**config.mk**
```make
export PLATFORM = sky130hd
export DESIGN_NAME = btn_conditioner
export DESIGN_NICKNAME = d
export VERILOG_FILES = /design/src/rtl/btn_pkg.sv /design/src/rtl/btn_debounce_channel.sv /design/src/rtl/btn_conditioner.sv
export SDC_FILE = /design/constraint.sdc
export NUM_CORES = 1
export LEC_CHECK = 0
export CORE_MARGIN = 2
export CORE_UTILIZATION = 50
export CTS_CLUSTER_DIAMETER = 60
export DETAILED_ROUTE_END_ITERATION = 8
export HOLD_SLACK_MARGIN = 0.1
export PLACE_DENSITY_LB_ADDON = 0.3
export SKIP_CTS_REPAIR_TIMING = 1
export SYNTH_ARGS = -nofsm -noshare
export SYNTH_HDL_FRONTEND = slang
export SYNTH_SLANG_ARGS = --single-unit
```
**constraint.sdc**
```tcl
create_clock -name clk -period 2.5 [get_ports clk]
set_clock_uncertainty 0.2 [all_clocks]
set_input_delay 0.5 -clock clk [delete_from_list [all_inputs] [get_ports clk]]
set_output_delay 0.5 -clock clk [all_outputs]
set_load 0.02 [all_outputs]
```
**src/rtl/btn_pkg.sv**
```systemverilog
// Shared types and helpers for the push-button conditioner.
// Optional auto-repeat is enabled by defining BTN_AUTOREPEAT_EN.
package btn_pkg;

  typedef enum logic [1:0] {
    IDLE_LOW  = 2'd0,
    WAIT_HIGH = 2'd1,
    IDLE_HIGH = 2'd2,
    WAIT_LOW  = 2'd3
  } btn_state_e;

  // Bits needed to hold values 0..max_count, never narrower than one bit.
  function automatic int cnt_width(input int max_count);
    return (max_count < 2) ? 1 : $clog2(max_count + 1);
  endfunction

endpackage

```
**src/rtl/btn_debounce_channel.sv**
```systemverilog
// One button channel: synchronizer, debounce FSM with stability counter,
// and optional auto-repeat of the press strobe (BTN_AUTOREPEAT_EN).
module btn_debounce_channel
  import btn_pkg::*;
#(
  parameter int SYNC_STAGES     = 2,
  parameter int DEBOUNCE_CYCLES = 500000,
  parameter int BTN_ACTIVE_LOW  = 0
`ifdef BTN_AUTOREPEAT_EN
  ,
  parameter int REPEAT_DELAY    = 50000000,
  parameter int REPEAT_PERIOD   = 12500000
`endif
) (
  input  logic clk,
  input  logic async_reset,
  input  logic raw,
  output logic level,
  output logic re,
  output logic fe
);

  localparam int               CNT_W    = cnt_width(DEBOUNCE_CYCLES);
  localparam logic [CNT_W-1:0] CNT_ONE  = CNT_W'(1);
  // Acceptance happens on the cycle the count would reach DEBOUNCE_CYCLES.
  localparam logic [CNT_W-1:0] CNT_LAST = CNT_W'(DEBOUNCE_CYCLES - 1);

  logic [SYNC_STAGES-1:0] sync_q;
  logic                   raw_in;
  logic                   s;
  btn_state_e             state;
  logic [CNT_W-1:0]       cnt;
  logic                   rpt_fire;

  assign raw_in = (BTN_ACTIVE_LOW != 0) ? ~raw : raw;
  assign s      = sync_q[SYNC_STAGES-1];

  // NOTE: sequential state uses non-blocking assignments so every flop
  // samples pre-edge values, which is what makes the shift chain a chain.
  always_ff @(posedge clk or posedge async_reset) begin
    if (async_reset) begin
      sync_q <= '0;
    end else begin
      sync_q <= {sync_q[SYNC_STAGES-2:0], raw_in};
    end
  end

`ifdef BTN_AUTOREPEAT_EN
  localparam int               RPT_W      = cnt_width(REPEAT_DELAY);
  localparam logic [RPT_W-1:0] RPT_ONE    = RPT_W'(1);
  localparam logic [RPT_W-1:0] RPT_FIRE   = RPT_W'(REPEAT_DELAY - 1);
  // Reloading to DELAY-PERIOD makes later strobes land every REPEAT_PERIOD.
  localparam logic [RPT_W-1:0] RPT_RELOAD = RPT_W'(REPEAT_DELAY - REPEAT_PERIOD);

  logic [RPT_W-1:0] rpt_cnt;

  assign rpt_fire = (rpt_cnt == RPT_FIRE);

  always_ff @(posedge clk or posedge async_reset) begin
    if (async_reset) begin
      rpt_cnt <= '0;
    end else if (state == IDLE_HIGH && s) begin
      rpt_cnt <= rpt_fire ? RPT_RELOAD : rpt_cnt + RPT_ONE;
    end else begin
      rpt_cnt <= '0;
    end
  end
`else
  assign rpt_fire = 1'b0;
`endif

  always_ff @(posedge clk or posedge async_reset) begin
    if (async_reset) begin
      state <= IDLE_LOW;
      cnt   <= '0;
      level <= 1'b0;
      re    <= 1'b0;
      fe    <= 1'b0;
    end else begin
      // NOTE: strobes default low every cycle; branches only ever raise them.
      re <= 1'b0;
      fe <= 1'b0;
      unique case (state)
        IDLE_LOW: begin
          if (s) begin
            state <= WAIT_HIGH;
            cnt   <= CNT_ONE;
          end
        end
        WAIT_HIGH: begin
          if (!s) begin
            state <= IDLE_LOW;
            cnt   <= '0;
          end else if (cnt == CNT_LAST) begin
            state <= IDLE_HIGH;
            cnt   <= '0;
            level <= 1'b1;
            re    <= 1'b1;
          end else begin
            cnt <= cnt + CNT_ONE;
          end
        end
        IDLE_HIGH: begin
          if (!s) begin
            state <= WAIT_LOW;
            cnt   <= CNT_ONE;
          end else begin
            re <= rpt_fire;
          end
        end
        WAIT_LOW: begin
          if (s) begin
            state <= IDLE_HIGH;
            cnt   <= '0;
          end else if (cnt == CNT_LAST) begin
            state <= IDLE_LOW;
            cnt   <= '0;
            level <= 1'b0;
            fe    <= 1'b1;
          end else begin
            cnt <= cnt + CNT_ONE;
          end
        end
        default: begin
          state <= IDLE_LOW;
          cnt   <= '0;
        end
      endcase
    end
  end

endmodule

```
**src/rtl/btn_conditioner.sv**
```systemverilog
// N_BTN independent debounce channels producing clean levels and edge strobes.
// Define BTN_AUTOREPEAT_EN to add press auto-repeat on held buttons.
module btn_conditioner
  import btn_pkg::*;
#(
  parameter int N_BTN           = 3,
  parameter int SYNC_STAGES     = 2,
  parameter int DEBOUNCE_CYCLES = 500000,
  parameter int BTN_ACTIVE_LOW  = 0
`ifdef BTN_AUTOREPEAT_EN
  ,
  parameter int REPEAT_DELAY    = 50000000,
  parameter int REPEAT_PERIOD   = 12500000
`endif
) (
  input  logic             clk,
  input  logic             async_reset,
  input  logic [N_BTN-1:0] btn_raw,
  output logic [N_BTN-1:0] btn_level,
  output logic [N_BTN-1:0] btn_re,
  output logic [N_BTN-1:0] btn_fe
);

  for (genvar i = 0; i < N_BTN; i++) begin : g_chan
    btn_debounce_channel #(
      .SYNC_STAGES    (SYNC_STAGES),
      .DEBOUNCE_CYCLES(DEBOUNCE_CYCLES),
      .BTN_ACTIVE_LOW (BTN_ACTIVE_LOW)
`ifdef BTN_AUTOREPEAT_EN
      ,
      .REPEAT_DELAY   (REPEAT_DELAY),
      .REPEAT_PERIOD  (REPEAT_PERIOD)
`endif
    ) u_chan (
      .clk        (clk),
      .async_reset(async_reset),
      .raw        (btn_raw[i]),
      .level      (btn_level[i]),
      .re         (btn_re[i]),
      .fe         (btn_fe[i])
    );
  end

endmodule

```
Yosys cells after proc, flatten, opt, wreduce, memory -nomap -nowiden
Cells that the tools add are included.
- input bits: 5
- output and inout port bits: 9
- register bits: 78
- reductions and logical operators: 15
- eq/ne operators: 36
- muxes and demuxes: 69
- add/sub/neg operators: 3
- operators with widths (kind ; number):
    two-way mux 19 bit ; 15
    one-hot mux 19 bit (4 select lines) ; 3
    adder 19 x 1 -> 19 bit, second input constant ; 3
    equality test 19 bit, second input constant ; 3
    two-way mux 2 bit ; 18
    two-way mux 1 bit ; 27
    != test 2 x 1 -> 1 bit, second input constant ; 12
    one-hot mux 2 bit (4 select lines) ; 3
    AND reduction 5 bit ; 3
    equality test 2 bit, second input constant ; 6
    != test 2 bit, second input constant ; 6
    AND reduction 4 bit ; 3
    != test 3 x 1 -> 1 bit, second input constant ; 3
    != test 3 bit, second input constant ; 3
    equality test 2 x 1 -> 1 bit, second input constant ; 3
    zero test 2 bit ; 3
    one-hot mux 1 bit (2 select lines) ; 3
    AND reduction 2 bit ; 3
    nonzero test 2 bit ; 3

Longest topological paths before layout
Gate-level depths: netlist of the first run.
- depth in word-level cells: 4
- mapped depth: 8
- depth with buffers taken out: 6

By module
Synthesis of the first run repeated with hierarchy kept, for this count alone.
- cell total of the unflattened synthesis: 440
- area total of the unflattened synthesis: 4207.8 um2
- by module, submodules not included (module ; area an instance (um2) ; instances ; cells each):
    btn_debounce_channel (g_chan[1].u_chan) ; 1432.6 ; 1 ; 150
    btn_debounce_channel (g_chan[0].u_chan) ; 1393.8 ; 1 ; 147
    btn_debounce_channel (g_chan[2].u_chan) ; 1381.3 ; 1 ; 143

Worst setup path after synthesis of the first run
Ideal clock, no wire load.
- path kind: register to register
- start: reg g_chan[2].u_chan.cnt[0]
- end: reg g_chan[2].u_chan.cnt[16]
- library setup time: 125 ps
- cell stages (with the launch flop): 8
- data arrival time: 1946 ps
- data required time: 2175 ps
- path buffers: 1
- path slack: 229 ps
- cell sequence: dfrtp_1 > ha_1 > nand3_2 > or4_4 > o31a_1 > buf_6 > a41oi_1 > a21oi_1
- word-level cells in the longest chain between the ends: 4
- elaborated cells between the ends (all ways): 6
- classes of those cells: add/sub (1); eq/ne (1); mux (4)
- RTL lines (what ; RTL line ; text):
    start: declaration ; btn_debounce_channel.sv:32 ; logic [CNT_W-1:0] cnt;
    start signal: assignment ; btn_debounce_channel.sv:100 ; cnt <= cnt + CNT_ONE;
    start signal: assignment ; btn_debounce_channel.sv:121 ; cnt <= cnt + CNT_ONE;
    adder 19 x 1 -> 19 bit or equality test 19 bit (tied branches) ; - ;
    two-way mux 19 bit (*) ; btn_debounce_channel.sv:94, btn_debounce_channel.sv:115 ;
    two-way mux 19 bit (on tied branches) ; btn_debounce_channel.sv:112, btn_debounce_channel.sv:91 ;
    one-hot mux 19 bit (4 select lines) (*) ; btn_debounce_channel.sv:83 ; unique case (state)
Every way passes the cells marked *; elsewhere a longest branch is shown, timed or not.
A chain may end at the register's enable or synchronous reset.

Worst setup path after layout of the first run
- start: reg g_chan[1].u_chan.cnt[0]
- end: reg g_chan[1].u_chan.cnt[18]
- word-level cells in the longest chain between the ends: 4
- elaborated cells between the ends (all ways): 6
- classes of those cells: add/sub (1); eq/ne (1); mux (4)
- RTL lines (what ; RTL line):
    start: declaration ; btn_debounce_channel.sv:32
    start signal: assignment ; btn_debounce_channel.sv:100
    start signal: assignment ; btn_debounce_channel.sv:121
    adder 19 x 1 -> 19 bit or equality test 19 bit (tied branches) ; -
    two-way mux 19 bit (*) ; btn_debounce_channel.sv:94, btn_debounce_channel.sv:115
    two-way mux 19 bit (on tied branches) ; btn_debounce_channel.sv:112, btn_debounce_channel.sv:91
    one-hot mux 19 bit (4 select lines) (*) ; btn_debounce_channel.sv:83
Marked as above.

==> results_dict.tcl, run 1 <==
set metrics [dict create \
    ys.flop_type "dfrtp_1" \
    synth_fa_ha_area_share_pct 0.932 \
    synthSimpleGateAreaFrac_pct 23.9 \
    multiInputGateArea_um2 1870 \
    yosys.area.top_type "dfrtp_1" \
    critical_path_arrival_ns 2.39 \
    syn-cell-area_um2 4030 \
    syn2layout_area_growth_pct 11.6 \
    r2r-start "g_chan[1].u_chan.cnt[0]" \
    setup_tns_ns 0 \
    synth_top_family_by_area "simple AND/OR/NAND/NOR gates" \
    setup_viol 0 \
    synth_top_area_share_pct 48.4 \
    portBuffers 13 \
    crit_path_max_fanout 7 \
    die_area_um2 8790 \
    start_util_pct 51.9 \
    pwr-share-comb_pct 31.8 \
    clk_pin_slew_ns 0.09 \
    rows 32 \
    tightestPinTransition_ns 0.559 \
    core_area_um2 7770 \
    numClockSinks 78 \
    path_cells "ha_1 > nand4_1 > or3_1 > nor3_1 > o21ai_0 > a22o_1" \
    syn_area_per_cell_um2 9.18 \
    fmax_mhz 427 \
    nets 458 \
    io_pins 14 \
    diodes 0 \
    relSlewSlack_pct 62.4 \
    grt_pass1_vias 3217 \
    die_w_um 93.8 \
    synth.most_common_cell "dfrtp_1" \
    syn-num-nets 447 \
    wl_per_cell_um 14.9 \
    swShare_pct 38.0 \
    fin_crit_ns 2.34 \
    power.total_mw 3.67 \
    synth.area.mux_share_pct 1.06 \
    clockRootBuffer "clkbuf_8" \
    finalMaxSlewViolations 0 \
    reg2reg_to "g_chan[1].u_chan.cnt[18]" \
    reg2reg_depth 6 \
    initialDrtViolationCount 143 \
    route.final.wire_length_um 8280 \
    critPathMaxStageDelay_ns 0.55 \
    hold_viol 0 \
    cts_buffers 9 \
    syn_inst 439 \
    holdPathEnd "g_chan[0].u_chan.sync_q[1]" \
    grt_pass1_wl_um 14300 \
    min_path_cells 0 \
    htree_levels 3 \
    insertion_delay_ns 0.36 \
    status "finished clean" \
    cts_tree "yes" \
    grt_remaining_overflow 0 \
    power.share.clock_pct 26.0 \
    register_area_um2 1950 \
    yosysWarnings 0 \
    finalCritPeriodShare_pct 93.6 \
    holdCritStartpoint "g_chan[0].u_chan.sync_q[0]" \
    via_per_inst 5.98 \
    hpwl_um 5720 \
    p_leak_nw 1.77 \
    track_usage_pct 20.2 \
    p_int_mw 2.28 \
    max_cap_violations 0 \
    rsz0062_at_grt "no" \
    synth-seq-cells 78 \
    start_kind "flop" \
    synth-xor-area-share_pct 0.652 \
    cts_buffer_depth 2 \
    power_frac_seq_pct 42.2 \
    path_class "reg2reg" \
    routed-via-count 3330 \
    synth_compound_area_share_pct 19.1 \
    synth_common_cells "dfrtp_1 (78), a21oi_1 (40), nand2_1 (39), nand3_1 (32), o21ai_0 (29)" \
    synthDistinctLibCells 49 \
    synth_edf_count 0 \
    ir_worst_vdd_mv 0.306 \
    grt_max_degree 33 \
    power.density_nw_per_um2 816 \
    fillers 653 \
    synthTopCellsByArea "dfrtp_1 (48%), a21oi_1 (5.0%), a31oi_1 (4.3%)" \
    cp_slowest_cell "or3_1" \
    drt_pass1_iterations 4 \
    die_h_um 93.8 \
    drc_errors 0 \
    end_kind "flop" \
    drive_gt1_share_pct 9.89 \
    p_sw_mw 1.39 \
    cp.required_ns 2.55 \
    gp_congestion 0.815 \
    hp-class "reg2reg" \
    ant_nets 0 \
    postSynth.asyncResetShare_pct 100 \
    antenna_found_initial 0 \
    r2r_slack_ns 0.16 \
    ys_seq_area_share_pct 48.4 \
]
## power by group through the flow
stage,Sequential (mW),Combinational (mW),Clock (mW)
3_5_place_dp,1.57,1.15,0
3_3_place_gp,1.56,1.11,0
6_report,1.55,1.17,0.954
4_1_cts,1.54,1.16,0.985
2_1_floorplan,1.50,0.914,0
5_1_grt,1.58,1.32,1.04
## layer usage
metal,vias to the layer above,routed length [µm],global-route usage [%]
met3,8,283,4.25
li1,1635,-,-
met1,1628,3890,26.4
met2,59,4000,32.9
met5,-,0,0
met4,0,111,7.85
## cell families after synthesis
group / after synthesis
AO/OA/AOI/OAI: 126
XOR/XNOR: 3
adder cells (fa/ha/maj): 3
buffers and inverters: 50
flip-flops: 78
multiplexers: 4
AND/OR/NAND/NOR: 175
## flip-flops by register name, indices dropped and copies added (netlist names), named ones only
name	flops
g_chan.u_chan.re	3
g_chan.u_chan.state	3
g_chan.u_chan.level	3
g_chan.u_chan.sync_q	6
g_chan.u_chan.cnt	57
g_chan.u_chan.fe	3
## stage by stage
stage	setup slack, ns	std cells	hold slack, ns	utilization [%]	cell area (µm²)
floorplan	0.229	439	0.131	-	4030
global placement	0.211	541	0.133	55.0	4280
detailed placement	0.0989	541	0.137	55.0	4280
CTS	0.0909	557	0.157	57.6	4470
global route	0.00902	557	0.164	57.9	4500
finish	0.160	557	0.154	57.9	4500
## layout make-up
cell class | count | share of cell area [%]
multi-input cells | 311 | 41.5
inverters | 23 | 2.00
well taps | 102 | 2.84
repair buffers | 27 | 5.79
flip-flops and latches | 78 | 43.4
clock inverters | 6 | 1.59
clock buffers | 10 | 2.84
## how the worst max path moves through the flow
stage	startpoint	to	slack, ns	cells past startpoint
2_1_floorplan	g_chan[2].u_chan.cnt[0]	g_chan[2].u_chan.cnt[16]	0.23	7
3_3_place_gp	g_chan[1].u_chan.cnt[5]	flop	0.21	5
3_5_place_dp	g_chan[1].u_chan.cnt[0]	flop	0.1	6
4_1_cts	g_chan[1].u_chan.cnt[0]	flop	0.09	6
5_1_grt	g_chan[2].u_chan.cnt[0]	g_chan[2].u_chan.cnt[14]	0.009	7
6_report	g_chan[1].u_chan.cnt[0]	g_chan[1].u_chan.cnt[18]	0.16	6
## cell usage in the layout, fill, tap and decap left out, types with 17 or more instances in the layout
cell     Yosys  layout
nor2_1      17      17
inv_1       23      22
a21oi_1     40      39
dfrtp_1     78      78
nand3_1     32      32
o21ai_0     29      29
nand2_1     39      39
or3_1       17      17
a31oi_1     28      28
## worst max-delay path, delay by kind of cell (launching register included)
family	cells	cell delay [ns]
DFF	1	0.42
and+or+nand+nor	3	1.00
adders and majority gates	1	0.26
AOI/OAI and AO/OA	2	0.35
(Power assumes the default switching activity.)
==> inputs of run 2 (changes only) <==
--- a/config.mk
+++ b/config.mk
@@ -5,6 +5,7 @@
 export SDC_FILE = /design/constraint.sdc
 export NUM_CORES = 1
 export LEC_CHECK = 0
+export ABC_CLOCK_PERIOD_IN_PS = 2500
 export CORE_MARGIN = 2
 export CORE_UTILIZATION = 50
 export CTS_CLUSTER_DIAMETER = 60
==> results of run 2 <==
Same layout as run 1: the final DEF is identical, and so are final timing and power.
==> inputs of run 3 (changes only) <==
--- a/config.mk
+++ b/config.mk
@@ -13,6 +13,7 @@
 export HOLD_SLACK_MARGIN = 0.1
 export PLACE_DENSITY_LB_ADDON = 0.3
 export SKIP_CTS_REPAIR_TIMING = 1
+export SLEW_MARGIN = 0
 export SYNTH_ARGS = -nofsm -noshare
 export SYNTH_HDL_FRONTEND = slang
 export SYNTH_SLANG_ARGS = --single-unit
==> results of run 3 <==
Same layout as run 1: the final DEF is identical, and so are final timing and power.
==> edit, RTL diff (settings of run 2) <==
The 4 states of `btn_state_e` get a one-hot encoding in 4 bits.
--- a/src/rtl/btn_pkg.sv
+++ b/src/rtl/btn_pkg.sv
@@ -2,11 +2,11 @@
 // Optional auto-repeat is enabled by defining BTN_AUTOREPEAT_EN.
 package btn_pkg;
 
-  typedef enum logic [1:0] {
-    IDLE_LOW  = 2'd0,
-    WAIT_HIGH = 2'd1,
-    IDLE_HIGH = 2'd2,
-    WAIT_LOW  = 2'd3
+  typedef enum logic [3:0] {
+    IDLE_LOW  = 4'b0001,
+    WAIT_HIGH = 4'b0010,
+    IDLE_HIGH = 4'b0100,
+    WAIT_LOW  = 4'b1000
   } btn_state_e;
 
   // Bits needed to hold values 0..max_count, never narrower than one bit.
Function: same outputs for any inputs over 10 cycles, from zero or initial values and one cycle with async_reset high; not proved beyond that.
==> edit against run 2 <==
  * Area after synthesis increased by 17%
  * Cell area increased by 17%
  * Sequential cell count increased by 6
  * Maximum frequency decreased by 0.76%
  * Global-route usage increased by 0.84 points
  * Count of clock-buffer cells in the layout decreased by 1
  * Wire length increased by 19%
  * Critical path depth unchanged
  * Worst setup slack got worse by 0.018 ns
  * Highest routed layer unchanged
Power is not compared: it rests on default switching activity, and its combinational part moved more than twofold at a synthesized area within 25%.
==> edit: results (changes against run 2) <==
stage,metric,value,unit,change
layout,Seq. cell area,0.00211,mm2,+7.9%
run_status,status,finished clean,,
routing,M1 wire length,4.78,mm,+23%
placement,detailed placement HPWL,6.95,mm,+21%
layout,FILL cells,799,,+22%
grt,met3 Usage GRT,0.0257,,-0.0169
layout,seq_cells,84,,+7.7%
yosys,asr flop ratio synth,1.00,,unchanged
layout,clk_buf instances,9,,-1
yosys,unique cell type count in the Yosys netlist,55,,+12%
setup_path,worst path arrival time,2.43,ns,+0.04 ns
setup_path,Crit Path Max Fanout,22,,+15
routing,Iter 0 DRT Violations,246,,+72%
placement,placed cells,648,,+20%
layout,clock-cell share of area,0.0348,,-0.00947
hold_path,hold depth,0,,unchanged
yosys,post-synthesis sequential area ratio,0.447,,-0.0377
yosys,top post-synthesis cells by area,"dfrtp_1 (43%), nor2_1 (4.1%), nand2_1 (3.2%)",,
grt,GRT busiest layer,met2,,
grt,first-pass GRT wire length,17.6,mm,+23%
layout,multi-input gate count,392,,+26%
hold_path,Hold Path Sink,g_chan[2].u_chan.sync_q[1]$_DFF_PP0_,,
layout,Largest regs,"g_chan.u_chan.cnt x57, g_chan.u_chan.state x12, g_chan.u_chan.sync_q x6",,
yosys,Syn Nets,535,,+20%
yosys,cell count after synthesis,527,,+20%
grt,M1 GR Usage,0.298,,+0.0341
yosys,XOR/XNOR share of the synthesized area,0.0390,,+0.0325
grt,Total GRT Usage,0.210,,+0.00845
layout,Non-clock buffers,46,,+70%
setup_path,worst r2r dst,g_chan[0].u_chan.cnt[8]$_DFFE_PP0P_,,
layout,fraction of area in multi-input gates,0.452,,+0.0369
placement,Port-buffer cells,13,,unchanged
yosys,post-synthesis mux area share,0.00849,,-0.00206
routing,Vias,3989,,+20%
layout,layout cells sized above 1,0.114,,+0.0150
grt,largest net degree at the start of global routing,36,,+9.1%
placement,RePlAce Congestion,0.857,,+5.1%
routing,drt total wl,9.88,mm,+19%
setup_path,flop-to-flop setup slack,0.14,ns,-0.02 ns
setup_path,crit path launch,g_chan[0].u_chan.state[3]$_DFFE_PP0P_,,
yosys,Synth Area in Adders,0.00796,,-0.00135
routing,Met3 Wirelength,205,um,-28%
layout,Non-CTS inverters,15,,-35%
yosys,compound-gate portion of the synthesized area,0.153,,-0.0387
edit: cell types whose count changed after synthesis, sizes merged, moves of 8 or more:
cell | run 2 | this run
nor2 | 17 | 51
a21oi | 40 | 24
a31oi | 28 | 12
xnor2 | 0 | 15
clkbuf | 11 | 20
inv | 23 | 15
or3 | 17 | 9
edit: stage by stage:
step / util / setup slack [ns] / total power (W) / hold slack [ns] / instance area (um2)
6_report: 0.571 / 0.142 / 0.00277 / 0.159 / 5250
5_1_grt: 0.571 / 0.00187 / 0.00291 / 0.181 / 5250
4_1_cts: 0.570 / 0.108 / 0.00280 / 0.161 / 5250
3_5_place_dp: 0.550 / 0.116 / 0.00187 / 0.136 / 5060
3_3_place_gp: 0.550 / 0.205 / 0.00186 / 0.135 / 5060
2_1_floorplan: - / 0.109 / 0.00175 / 0.131 / 4720
edit: worst max-delay path, stage by stage, from the launching register on:
cell     delay, ns
dfrtp_1       0.47
or3b_2        0.49
a211o_1       0.38
a21oi_1       0.14
buf_4         0.26
o21ai_0       0.13
a31oi_1       0.19
